### src/rtl/mips20_pkg.sv
// Shared widths, reset PC and the commit-stage FSM encoding for the mips20 pipeline.
package mips20_pkg;

   localparam int unsigned DATA_W = 20;
   localparam int unsigned ADDR_W = 4;
   localparam int unsigned NREGS  = 2 ** ADDR_W;

   localparam logic [DATA_W-1:0] PC_RESET = '0;

   typedef enum logic {
      RUN,
      FLUSH
   } state_e;

endpackage

### src/rtl/wb_regfile.sv
// Register file: one write port, two combinational read ports with same-cycle write bypass.
module wb_regfile
   import mips20_pkg::*;
(
   input  logic              clk,
   input  logic              rst,
   input  logic              we,
   input  logic [ADDR_W-1:0] waddr,
   input  logic [DATA_W-1:0] wdata,
   input  logic [ADDR_W-1:0] ra_addr,
   input  logic [ADDR_W-1:0] rb_addr,
   output logic [DATA_W-1:0] ra_data,
   output logic [DATA_W-1:0] rb_data
);

   logic [DATA_W-1:0] mem_q [NREGS];

   always_ff @(posedge clk) begin
      if (rst) begin
         for (int unsigned i = 0; i < NREGS; i++) begin
            mem_q[i] <= '0;
         end
      end else if (we) begin
         mem_q[waddr] <= wdata;
      end
   end

   // r0 is forced last so it wins over both storage and bypass.
   always_comb begin
      ra_data = mem_q[ra_addr];
      rb_data = mem_q[rb_addr];
      if (we && (ra_addr == waddr)) ra_data = wdata;
      if (we && (rb_addr == waddr)) rb_data = wdata;
      if (ra_addr == '0) ra_data = '0;
      if (rb_addr == '0) rb_data = '0;
   end

endmodule

### src/rtl/wb_commit.sv
// WB-stage consumer: retires instructions, writes the register file, owns the PC and
// squashes wrong-path commits for a fixed number of cycles after every redirect.
module wb_commit
   import mips20_pkg::*;
#(
   parameter int unsigned       FLUSH_CYCLES = 3,
   parameter logic [DATA_W-1:0] PC_RESET     = mips20_pkg::PC_RESET
) (
   input  logic              clk,
   input  logic              rst,
   input  logic              in_valid,
   input  logic              memtoreg,
   input  logic              branch,
   input  logic              j,
   input  logic              jmem,
   input  logic              stw,
   input  logic              regwrite,
   input  logic              output_and_gate,
   input  logic [DATA_W-1:0] write_destination,
   input  logic [DATA_W-1:0] read_data_memory,
   input  logic [DATA_W-1:0] alu_output,
   input  logic [DATA_W-1:0] result_shift_jump,
   input  logic [DATA_W-1:0] result_adder_branch,
   input  logic [DATA_W-1:0] adder1_output,
   input  logic [ADDR_W-1:0] ra_addr,
   input  logic [ADDR_W-1:0] rb_addr,
   output logic [DATA_W-1:0] ra_data,
   output logic [DATA_W-1:0] rb_data,
   output logic [DATA_W-1:0] pc,
   output logic              redirect,
   output logic              flushing,
   output logic              wb_we,
   output logic [ADDR_W-1:0] wb_addr,
   output logic [DATA_W-1:0] wb_data,
   output logic [31:0]       retired_count
);

   localparam int unsigned CNT_W = (FLUSH_CYCLES > 2) ? $clog2(FLUSH_CYCLES) : 1;

   state_e            state_q, state_d;
   logic [CNT_W-1:0]  cnt_q, cnt_d;
   logic [DATA_W-1:0] pc_q, pc_d;
   logic              redirect_q;
   logic [31:0]       retired_q;
   logic              commit, taken;
   logic              unused_dest_hi;

   assign commit  = in_valid && (state_q == RUN);
   assign taken   = commit && (jmem || j || (branch && output_and_gate));

   assign wb_addr = write_destination[ADDR_W-1:0];
   assign wb_data = (j || jmem) ? adder1_output : (memtoreg ? read_data_memory : alu_output);
   assign wb_we   = commit && regwrite && !stw && (wb_addr != '0);

   // Only the low address bits select a register.
   assign unused_dest_hi = ^write_destination[DATA_W-1:ADDR_W];

   always_comb begin
      pc_d = pc_q;
      if (commit) begin
         if (jmem)                          pc_d = read_data_memory;
         else if (j)                        pc_d = result_shift_jump;
         else if (branch && output_and_gate) pc_d = result_adder_branch;
         else                               pc_d = adder1_output;
      end
   end

   always_comb begin
      state_d = state_q;
      cnt_d   = cnt_q;
      unique case (state_q)
         RUN: begin
            if (taken && (FLUSH_CYCLES > 0)) begin
               state_d = FLUSH;
               cnt_d   = CNT_W'(FLUSH_CYCLES - 1);
            end
         end
         FLUSH: begin
            if (cnt_q == '0) state_d = RUN;
            else             cnt_d   = cnt_q - CNT_W'(1);
         end
         default: state_d = RUN;
      endcase
   end

   always_ff @(posedge clk) begin
      if (rst) begin
         state_q    <= RUN;
         cnt_q      <= '0;
         pc_q       <= PC_RESET;
         redirect_q <= 1'b0;
         retired_q  <= '0;
      end else begin
         state_q    <= state_d;
         cnt_q      <= cnt_d;
         pc_q       <= pc_d;
         redirect_q <= taken;
         if (commit) retired_q <= retired_q + 32'd1;
      end
   end

   wb_regfile u_regfile (
      .clk     (clk),
      .rst     (rst),
      .we      (wb_we),
      .waddr   (wb_addr),
      .wdata   (wb_data),
      .ra_addr (ra_addr),
      .rb_addr (rb_addr),
      .ra_data (ra_data),
      .rb_data (rb_data)
   );

   assign pc            = pc_q;
   assign redirect      = redirect_q;
   assign flushing      = (state_q == FLUSH);
   assign retired_count = retired_q;

endmodule

### config.mk
export PLATFORM = sky130hd
export DESIGN_NAME = wb_commit
export DESIGN_NICKNAME = d
export VERILOG_FILES = /design/src/rtl/mips20_pkg.sv /design/src/rtl/wb_regfile.sv /design/src/rtl/wb_commit.sv
export SDC_FILE = /design/constraint.sdc
export NUM_CORES = 1
export LEC_CHECK = 0
export CORE_UTILIZATION = 40
export DETAILED_ROUTE_END_ITERATION = 12
export PLACE_DENSITY = 0.72
export SLEW_MARGIN = 20
export SYNTH_ARGS = -nofsm -noshare
export SYNTH_HDL_FRONTEND = slang
export SYNTH_SLANG_ARGS = --single-unit
### constraint.sdc
create_clock -name clk -period 3 [get_ports clk]
set_clock_uncertainty 0.05 [all_clocks]
set_input_delay 0.6 -clock clk [delete_from_list [all_inputs] [get_ports clk]]
set_output_delay 0.6 -clock clk [all_outputs]
set_load 0.01 [all_outputs]
==> impl_summary.txt <==
----------------------------------------------------
[Floorplanning]
  Number of I/O pins ... 257
  Die X-Extent ... 225 um
  Area of the die ... approximately 50000 um^2
  Core ar. ... 49100 um^2
  Standard-cell rows ... 81
  Die Ht ... between 200 and 250 um
  Effective utilization at floorplan ... 0.406

[Critical path]
  Count of buffering cells on the critical path with inverters included ... 3
  CP Data Required Time ... around 2400 ps
  Family with the most delay on the worst path ... compound AO/OA/AOI/OAI gates
  Timing startpoint of the critical path ... ra_addr[1]
  Endpoint of the lowest-slack register-to-register path ... retired_count[19]
  Worst-case register-to-register setup slack ... just over 800 ps
  Cell Chain, Critical Path ... buf_12 -> buf_4 -> mux4_2 -> a22oi_1 -> nand2_1 -> o2bb2ai_1 -> buf_2
  Highest fanout seen on the critical path ... 11
  Type of element capturing the critical path ... output pin
  Startpoint class of the critical path ... input pin
  Worst stage delay on the critical path ... between 500 and 600 ps
  Data arrival time at the worst-slack endpoint ... 2350 ps
  Critical path type ... in2out
  Slowest CP cell ... sky130_fd_sc_hd__mux4_2
  FF-to-FF Start ... retired_count[3]
  R2r worst-path depth ... 4

[Detailed routing]
  Routed vias ... between 15000 and 20000
  Initial DRC count ... between 2000 and 2500
  Vias per cell ... 6.11
  Residual DRC ... 0
  Routed WL per cell ... approximately 26 um
  DRT Pass-1 Iters ... 6
  DRT antenna net count ... 0
  Post-Route WL ... around 70000 um

[CTS]
  CTS Hold Bufs ... 0
  TritonCTS clock tree ... yes
  Clk root buf ... sky130_fd_sc_hd__clkbuf_16
  Sink Count ... roughly 380
  Depth of the CTS H-tree ... 2
  Largest buffer count on any clock path ... 3
  Clock insertion delay at the later pin of the skew report ... around 560 ps
  Clock-pin slew on the worst setup and hold paths ... ~60 ps
  Clock buffer count from CTS ... 42

[Logic synthesis]
  Flip-flop and latch count after synthesis ... about 380
  Portion of synthesized cell area occupied by the leading cell type ... 0.482
  Synth warnings ... 0
  Cell types with the largest area share after synthesis ... sky130_fd_sc_hd__edfxtp_1 (48%), sky130_fd_sc_hd__mux4_2 (18%), sky130_fd_sc_hd__nor2_1 (6.4%), sky130_fd_sc_hd__dfxtp_1 (5.6%), sky130_fd_sc_hd__a22oi_1 (2.9%)
  Post-synthesis instance total ... 1602
  Number of unique standard cell types used by synthesis ... 46
  Syn_area_per_cell ... approximately 12 um^2
  Number of flops mapped to enable cells by yosys ... 320
  Total standard cell area after synthesis ... 19900 um^2
  Sequential fraction of the synthesis area ... 0.539
  Dominant cell type by area after synthesis ... sky130_fd_sc_hd__edfxtp_1
  Share of flip-flops with an asynchronous set or reset ... 0
  Commonest register cell after synthesis ... sky130_fd_sc_hd__edfxtp_1

[STA]
  Highest attainable clock frequency ... between 0.3 and 0.4 GHz
  Share of the clock period used by the worst path after layout ... 0.999
  Number of pins exceeding their max-slew limit in the final report ... 0
  Final critical delay including setup and external delays ... 3000 ps
  Final setup violation count ... 0
  Setup repair after global routing missed its margin ... no
  Slew @ Worst Pin ... approximately 770 ps
  Hold Fails Final Rpt ... 0
  Worst slew margin ... 0.483

[Finish]
  Layout cells sized above 1 ... 0.286
  Layout Area Growth over Synthesis ... 35.4%
  Total area of multi-input combinational cells ... slightly below 9000 um^2
  # fillers ... between 4000 and 5000
  Most frequent standard cell in the layout excluding fill and tap cells ... sky130_fd_sc_hd__nor2_1
  Highest-count cells in the layout ignoring fill and taps ... sky130_fd_sc_hd__nor2_1 (335), sky130_fd_sc_hd__edfxtp_1 (320), sky130_fd_sc_hd__clkdlybuf4s50_1 (182), sky130_fd_sc_hd__buf_4 (174), sky130_fd_sc_hd__mux4_2 (160)
  Storage element area ... approximately 11000 um^2
  Total Nets Final ... 2130
  Final cell count without fillers ... 2688

[Flow run]
  Number of max-capacitance violations reported ... 0

[Power]
  Total chip power ... between 10 and 15 mW
  P per Cell Area ... 490 nW/um^2
  Worst ir drop on vdd ... between 0.3 and 0.4 mV
  P_leak ... ~10 nW

[Global route]
  Leftover overflow at the end of global routing ... 0
  Largest net degree at the start of global routing ... 49
  Global-route wire length before repair ... around 100000 um
  GRT Total Usage ... 0.274
  Antenna violations before repair ... 0
  Via count of the first global-routing pass ... roughly 17000

[Min path]
  Beginning of the worst hold path ... pc[10]
  Worst hold path type ... reg2reg
  Endpoint of the worst hold path ... pc[10]
  Hold-critical path depth ... 2

[Status]
  Status ... finished, final reports clean

[Placement]
  Weighted congestion at the end of routability-driven global placement ... 0.970
  Inst Count DP ... ~2600
  DP Wirelength ... around 48000 um
  # port buffers ... 240

----------------------------------------------------
## tightest hold or removal path, stage by stage, from the launching register on
cell and delay (ps):
sky130_fd_sc_hd__dfxtp_1 310, sky130_fd_sc_hd__nor2_1 90, sky130_fd_sc_hd__nor3_1 50
## registers in the layout, summed over array words and instances, names as in the netlist
name and flops:
retired_count 32, pc 20, redirect 1, flushing 1, u_regfile.mem_q 320, cnt_q 2
## stage by stage
stage                     worst slack [ps]  area, um^2  hold slack [ps]  utilization  setup TNS [ps]
after floorplan                        258       20000              406            -               0
after global placement                -729       24900              417        0.507          -27770
after detailed placement              -825       24900              433        0.507          -30460
after CTS                            -4.41       26700              445        0.544           -7.72
after global routing                  2.40       27000              467        0.550               0
final                                 1.82       27000              446        0.550               0
## cells in the mapped netlist, types with 23 or more instances
library cell                instances
sky130_fd_sc_hd__mux2i_1           27
sky130_fd_sc_hd__nand2_1           70
sky130_fd_sc_hd__nor2b_1           33
sky130_fd_sc_hd__a22oi_1           76
sky130_fd_sc_hd__edfxtp_1         320
sky130_fd_sc_hd__a21oi_1           44
sky130_fd_sc_hd__o2bb2ai_1         40
sky130_fd_sc_hd__mux4_2           160
sky130_fd_sc_hd__nor2_1           340
sky130_fd_sc_hd__dfxtp_1           56
sky130_fd_sc_hd__inv_1             27
sky130_fd_sc_hd__nor3_1            26
sky130_fd_sc_hd__buf_2             23
sky130_fd_sc_hd__clkbuf_1         127
## how the worst max path moves through the flow
stage / endpoint / slack (ps) / depth (start not counted)
floorplan: rb_data[12] / 260 / 7
global placement: ra_data[7] / -730 / 8
detailed placement: ra_data[4] / -830 / 8
CTS: ra_data[4] / -4 / 10
global route: ra_data[13] / 2 / 7
finish: ra_data[12] / 2 / 7
## final cells by class
cell class	count	area share
sequential	376	0.398
inverter	27	0.00376
clock buffer	50	0.0409
tap	664	0.0308
clock inverter	27	0.00737
antenna	1	0.0000927
timing repair buffer	492	0.190
multi-input combinational	1051	0.330
## kinds of logic (layout without fill, tap and decap cells)
logic type               after synthesis  count (layout)  synth area share
buffers and inverters                194             596            0.0391
adder cells (fa/ha/maj)                2               2           0.00126
XOR/XNOR                              18              18           0.00791
multiplexers                         188             188             0.195
flip-flops                           376             376             0.539
AO/OA/AOI/OAI                        242             242            0.0861
other                                  1              21          0.000188
AND/OR/NAND/NOR                      581             581             0.132
## power by group
group          switching (mW)  leakage [nW]  internal, mW
Sequential              0.105          3.78          5.85
Combinational            1.18          5.84          1.17
Clock                    2.17         0.636          2.74
## metal layers
metal,vias up,share of wire,track usage
met5,-,0,0
met4,0,0.036,0.114
met3,200,0.14,0.0893
met2,1283,0.47,0.449
met1,8094,0.35,0.333
li1,6853,-,-
## timing repair
item                       in CTS  in global routing
cloned                          4                  2
gates resized for setup       208                 51
setup endpoints to repair      61                 58
pin swaps                       6                 10
setup buffers                  15                 15
Power figures use the tool's default switching activity.
